File: src/rtl/bulk_fifo_endp.sv
// bulk_fifo_endp: USB FS bulk IN/OUT endpoint pair with packet-level commit/rollback FIFOs.
// Define BULK_ZLP_EN to send a zero-length packet after an exactly max-size final IN packet.
module bulk_fifo_endp #(
   parameter int IN_BULK_MAXPACKETSIZE  = 8,
   parameter int OUT_BULK_MAXPACKETSIZE = 8,
   parameter int IN_FIFO_DEPTH          = 16,
   parameter int OUT_FIFO_DEPTH         = 16
) (
   input  logic                              clk_i,
   input  logic                              rst_i,
   input  logic [7:0]                        app_in_data_i,
   input  logic                              app_in_valid_i,
   output logic                              app_in_ready_o,
   output logic [7:0]                        app_out_data_o,
   output logic                              app_out_valid_o,
   input  logic                              app_out_ready_i,
   output logic [$clog2(IN_FIFO_DEPTH):0]    app_in_level_o,
   output logic [$clog2(OUT_FIFO_DEPTH):0]   app_out_level_o,
   output logic [7:0]                        in_data_o,
   output logic                              in_valid_o,
   input  logic                              in_req_i,
   input  logic                              in_ready_i,
   output logic                              in_zlp_o,
   output logic                              out_nak_o,
   input  logic [7:0]                        out_data_i,
   input  logic                              out_valid_i,
   input  logic                              out_err_i,
   input  logic                              out_ready_i
);
   localparam int IW = $clog2(IN_FIFO_DEPTH);
   localparam int OW = $clog2(OUT_FIFO_DEPTH);
   typedef enum logic {IN_IDLE, IN_ACTIVE} in_state_t;
   typedef enum logic [1:0] {OUT_IDLE, OUT_DATA, OUT_DROP} out_state_t;

   logic [7:0]  in_mem [IN_FIFO_DEPTH];
   logic [IW:0] in_wr, in_rd_commit, in_rd_spec, in_rd_commit_nxt;
   logic [6:0]  pkt_cnt;
   logic        in_req_q, in_push, in_pop, in_ack;
   in_state_t   in_state;

   assign app_in_level_o   = in_wr - in_rd_commit;
   assign app_in_ready_o   = app_in_level_o != (IW+1)'(IN_FIFO_DEPTH);
   assign in_push          = app_in_valid_i & app_in_ready_o;
   assign in_valid_o       = (in_state == IN_ACTIVE) & in_req_i & (in_rd_spec != in_wr) & (pkt_cnt < 7'(IN_BULK_MAXPACKETSIZE));
   assign in_pop           = in_valid_o & in_ready_i;
   assign in_data_o        = in_valid_o ? in_mem[in_rd_spec[IW-1:0]] : 8'h00;
   assign in_ack           = (in_state == IN_ACTIVE) & out_ready_i & !out_valid_i & !out_err_i;
   assign in_rd_commit_nxt = in_ack ? in_rd_spec : in_rd_commit;

   always_ff @(posedge clk_i)
      if (in_push) in_mem[in_wr[IW-1:0]] <= app_in_data_i;

   // A new IN token rewinds to the committed pointer so an un-ACKed packet is resent
   always_ff @(posedge clk_i or posedge rst_i)
      if (rst_i) begin
         in_state     <= IN_IDLE;
         in_req_q     <= 1'b0;
         in_wr        <= '0;
         in_rd_commit <= '0;
         in_rd_spec   <= '0;
         pkt_cnt      <= '0;
      end else begin
         in_req_q     <= in_req_i;
         in_rd_commit <= in_rd_commit_nxt;
         if (in_push) in_wr <= in_wr + 1'b1;
         if (in_req_i & !in_req_q) begin
            in_state   <= IN_ACTIVE;
            in_rd_spec <= in_rd_commit_nxt;
            pkt_cnt    <= '0;
         end else begin
            if (in_pop) begin
               in_rd_spec <= in_rd_spec + 1'b1;
               pkt_cnt    <= pkt_cnt + 7'd1;
            end
            if (in_ack | !in_req_i) in_state <= IN_IDLE;
         end
      end

`ifdef BULK_ZLP_EN
   logic last_full;
   always_ff @(posedge clk_i or posedge rst_i)
      if (rst_i) last_full <= 1'b0;
      else if (in_ack) last_full <= pkt_cnt == 7'(IN_BULK_MAXPACKETSIZE);
   assign in_zlp_o = (in_state == IN_ACTIVE) & in_req_i & last_full & (in_rd_spec == in_wr);
`else
   assign in_zlp_o = 1'b0;
`endif

   logic [7:0]    out_mem [OUT_FIFO_DEPTH];
   logic [OW:0]   out_rd, out_wr_commit, out_wr_spec;
   logic [OW+1:0] out_free;
   logic [6:0]    byte_cnt;
   logic          out_byte, out_eop, out_abort, out_admit, out_wr_en, app_pop;
   out_state_t    out_state;

   assign app_out_level_o = out_wr_commit - out_rd;
   assign app_out_valid_o = app_out_level_o != '0;
   assign app_out_data_o  = app_out_valid_o ? out_mem[out_rd[OW-1:0]] : 8'h00;
   assign app_pop         = app_out_valid_o & app_out_ready_i;
   assign out_free        = (OW+2)'(OUT_FIFO_DEPTH) - {1'b0, app_out_level_o};
   assign out_admit       = out_free >= (OW+2)'(OUT_BULK_MAXPACKETSIZE);
   assign out_abort       = out_ready_i & out_err_i;
   assign out_eop         = out_ready_i & !out_valid_i & !out_err_i;
   assign out_byte        = out_ready_i & out_valid_i & !out_err_i;
   assign out_wr_en       = out_byte & (((out_state == OUT_IDLE) & out_admit) |
                                        ((out_state == OUT_DATA) & (byte_cnt != 7'(OUT_BULK_MAXPACKETSIZE))));

   always_ff @(posedge clk_i)
      if (out_wr_en) out_mem[out_wr_spec[OW-1:0]] <= out_data_i;

   // Admission needs room for a whole max-size packet, so a babbling packet can never overflow
   always_ff @(posedge clk_i or posedge rst_i)
      if (rst_i) begin
         out_state     <= OUT_IDLE;
         out_rd        <= '0;
         out_wr_commit <= '0;
         out_wr_spec   <= '0;
         byte_cnt      <= '0;
         out_nak_o     <= 1'b0;
      end else begin
         if (app_pop) out_rd <= out_rd + 1'b1;
         if (out_wr_en) begin
            out_wr_spec <= out_wr_spec + 1'b1;
            byte_cnt    <= (out_state == OUT_IDLE) ? 7'd1 : byte_cnt + 7'd1;
         end
         if (out_abort) begin
            out_wr_spec <= out_wr_commit;
            out_nak_o   <= 1'b0;
            out_state   <= OUT_IDLE;
         end else if (out_eop) begin
            if (out_state == OUT_DATA) out_wr_commit <= out_wr_spec;
            if (out_state == OUT_DROP) out_wr_spec <= out_wr_commit;
            out_state <= OUT_IDLE;
         end else if (out_byte) begin
            if (out_state == OUT_IDLE) out_nak_o <= !out_admit;
            out_state <= (out_state == OUT_IDLE) ? (out_admit ? OUT_DATA : OUT_DROP) :
                         (byte_cnt == 7'(OUT_BULK_MAXPACKETSIZE)) ? OUT_DROP : out_state;
         end
      end
endmodule
File: config.mk
export PLATFORM = sky130hd
export DESIGN_NAME = bulk_fifo_endp
export DESIGN_NICKNAME = d
export VERILOG_FILES = /design/src/rtl/bulk_fifo_endp.sv
export SDC_FILE = /design/constraint.sdc
export NUM_CORES = 1
export LEC_CHECK = 0
export ABC_AREA = 0
export BUFFER_PORTS_ARGS = -buffer_cell sky130_fd_sc_hd__buf_2
export CORE_UTILIZATION = 50
export DETAILED_ROUTE_END_ITERATION = 10
export HOLD_SLACK_MARGIN = 0.08
export PLACE_DENSITY = 0.67
export RECOVER_POWER = 100
export SLEW_MARGIN = 20
export SYNTH_ARGS = -nofsm -noshare
export SYNTH_HDL_FRONTEND = slang
export SYNTH_SLANG_ARGS = --single-unit
File: constraint.sdc
create_clock -name clk_i -period 4.7 [get_ports clk_i]
set_input_delay 0.94 -clock clk_i [delete_from_list [all_inputs] [get_ports clk_i]]
set_output_delay 0.94 -clock clk_i [all_outputs]
set_load 0.01 [all_outputs]
==> impl_results.md <==
- Worst Skew: around 0.017 ns
- Synth Flop Type: edfxtp_1
- Antenna fix cells: 0
- Relative slew slack: -0.453
- Pin count of the biggest net entering global routing: 50
- Setup-failing EPs final: 0
- Drt wl/cell: around 22 µm
- Post-Syn Area per Cell: between 15 and 20 µm²
- Global Route met3 Usage: 0.0252
- Max-Cap Viols: 2
- First-pass DRT Iterations: 5
- Final Critical Period: 4.22 ns
- Max Buffers Root-to-Sink: 3
- Synth-to-layout area growth: 11.5%
- Worst path slowest cell: dfrtp_2
- Routed WL: approximately 25 mm
- Share of cells above drive strength 1: 0.193
- Max Transition Viols Final: a little over 60
- M1 GR Usage: 0.282
- CP max FO: 21
- Hold Fails Final Rpt: 0
- Sequential power share: 0.412
- Tcrit/Tclk final: 0.897
- Row cnt: 58
- IO Pins: 56
- Peak supply drop: 0.000432 V
- Mapped Area: about 0.013 mm²
- CP required: 3.76 ns
- Avg Vias per Cell: 5.89
- Sw Pwr: between 2 and 3 mW
- Post-CTS setup buffers: 0
- Residual DRC count: 0
- Startpoint Class: flip-flop
- FF+latch count, synth: between 300 and 400
- Initial Utilization: 0.510
- Leakage power: just under 5 nW
- Yosys top cell area share: 0.596
- H-tree Lvls: 1
- Clock root buffer: clkbuf_16
- Layout fillers: slightly below 2000
- Placer Congestion: around 0.78
- Met2 Resource Use GR: 0.335
- Count leader, synth: edfxtp_1
- Sw Ratio: 0.321
- Vert. Die Dim: ~160 µm
- Clk sink count: 305
- CTS Hold Buffers Added: 0
- CP max stage delay: 0.78 ns
- Most frequent cells after synthesis: edfxtp_1, mux4_2, dfrtp_1
- Crit Path Class: reg2out
- Yosys top cell by area: edfxtp_1
- Sequential area share after synthesis: 0.691
- Failing checks: capacitance limit, slew limit
- Worst-margin pin slew: 2.17 ns
- Port bufs: 54
- Worst-Skew Late Latency: between 0.5 and 0.6 ns
- Resize count post-CTS: 0
- Syn Nets: 768
- Final ANT Viol Nets: 0
- Post-synthesis async set-or-reset flop share: 0.161
- First-pass GRT wire length: 40.3 mm
- Most Crowded Layer GR: met2
- Gr ovfl total: 0
- Hold slack: around 0.47 ns
- Initial antenna violation count: 0
- Worst-path cell chain: clkbuf_1 > mux4_2 > mux4_2 > and2_0 > buf_2
- Gate Count Post-Synth: 719
- GRT Overall Usage: 0.201
- Initial DRC Count: between 500 and 600
- Nets: about 830
- CORE AREA: approximately 0.025 mm²
- Top cells by area in the synthesized netlist: edfxtp_1, mux4_2, dfrtp_1
- Crit. End Element: output pin
- Critical Path AT: 3.28 ns
- DR vias: 6693
- CTS tree: built
- HP Class: reg2reg
- CTS buffer count: 31
- Internal power: between 5 and 6 mW
- Sequential Area: 0.00892 mm²
- EDFF count, synth: 256
- Die Area: about 0.026 mm²
- Worst-path clk slew: approximately 0.06 ns
- Detailed Place HPWL: 16.8 mm
- Max frequency: about 240 MHz
- Area of the multi-input gates: between 0.003 and 0.004 mm²
- Synth warnings: 0
- Chip width: ~160 µm
- Most frequent CP cell: mux4_2
- Synth cell types: 57
- Comb pwr share: 0.321
- Vias in the first global route: around 7000
- Setup tns final: 0 ns
- Pwr dens: about 600 mW/mm²
- Status: finished, violations left
- Unrepaired setup endpoints after global routing: false
- Clk pwr share: 0.267
==> kinds of logic (layout without fill, tap and decap cells) <==
logic type               after synthesis  after routing  share of synthesized area
other                                  1              1                   0.000291
multiplexers                          85             85                      0.144
AO/OA/AOI/OAI                         63             63                     0.0325
buffers and inverters                 58            146                     0.0190
AND/OR/NAND/NOR                      155            155                     0.0689
adder cells (fa/ha/maj)               24             24                     0.0245
flip-flops                           305            305                      0.691
XOR/XNOR                              28             28                     0.0190
==> final cells by class <==
class | instances | area share
clock inverters | 21 | 0.0111
inverters | 27 | 0.00714
flip-flops and latches | 305 | 0.620
repair buffers | 63 | 0.0188
multi-input cells | 356 | 0.259
clock buffers | 35 | 0.0550
well taps | 330 | 0.0287
==> metal layers <==
metal  vias up  wire length, µm
li1       2960                -
met1      3500            11000
met2       193            12700
met3        40             1120
met4         0              494
met5         -                0
==> worst max-delay path: cells and delay by family (launching register included) <==
kind	cells	cell delay, ns
mux	2	1.10
flops	1	0.78
buf+inv	2	0.69
simple gates	1	0.16
==> layout by cell type, fill, tap and decap left out, drive strengths merged, types with 7 or more instances in the layout <==
cell and count:
a21oi 16, and2 27, and3 23, buf 20
clkbuf 78, clkinv 16, dfrtp 49, edfxtp 256
ha 22, inv 26, mux4 80, nand2 29
nand3 12, nor2 22, nor2b 8, nor3 7
o21ai 21, xnor2 18, xor2 10
==> power groups by stage <==
stage,Sequential [mW],Combinational (mW),Clock [mW]
floorplan,3.43,2.19,0
finish,3.55,2.77,2.30
detailed placement,3.61,2.85,0
global placement,3.59,2.80,0
CTS,3.56,2.87,2.33
global route,3.59,3.04,2.43
==> through the flow <==
step / power (mW) / cell area, µm² / std cells / util / worst slack (ns)
floorplan: 5.62 / 12900 / 719 / - / 0.493
global placement: 6.39 / 13500 / 1081 / 0.536 / 1.11
detailed placement: 6.46 / 13500 / 1081 / 0.536 / 0.934
CTS: 8.75 / 14500 / 1137 / 0.573 / 0.635
global route: 9.07 / 14400 / 1137 / 0.569 / 0.231
finish: 8.62 / 14400 / 1137 / 0.569 / 0.483
==> registers in the layout, summed over array words and instances (netlist names) <==
| name | cells |
|---|---|
| out_mem | 128 |
| out_wr_spec | 5 |
| in_mem | 128 |
| byte_cnt | 7 |
| in_rd_spec | 5 |
| in_rd_commit | 5 |
| out_nak_o | 1 |
| in_state | 1 |
| out_rd | 5 |
| out_wr_commit | 5 |
| in_wr | 5 |
| in_req_q | 1 |
| out_state | 2 |
| pkt_cnt | 7 |
==> final timing paths <==
path / depth (start not counted) / from / end / slack (ns)
setup reg to reg: 11 / out_rd[2]$_DFFE_PP0P_ / out_mem[2][0]$_DFFE_PP_ / 0.63
hold reg to reg: 1 / in_req_q$_DFF_PP0_ / in_state$_DFFE_PP0P_ / 0.47
setup / recovery: 5 / in_rd_spec[0]$_DFFE_PP0P_ / in_data_o[1] / 0.48
hold / removal: 1 / in_req_q$_DFF_PP0_ / in_state$_DFFE_PP0P_ / 0.47
min in group asynchronous: 2 / rst_i / in_wr[4]$_DFFE_PP0P_ / 0.96
max in group asynchronous: 2 / rst_i / out_rd[0]$_DFFE_PP0P_ / 2.63
Note: power is estimated with default switching activity, not from simulation.
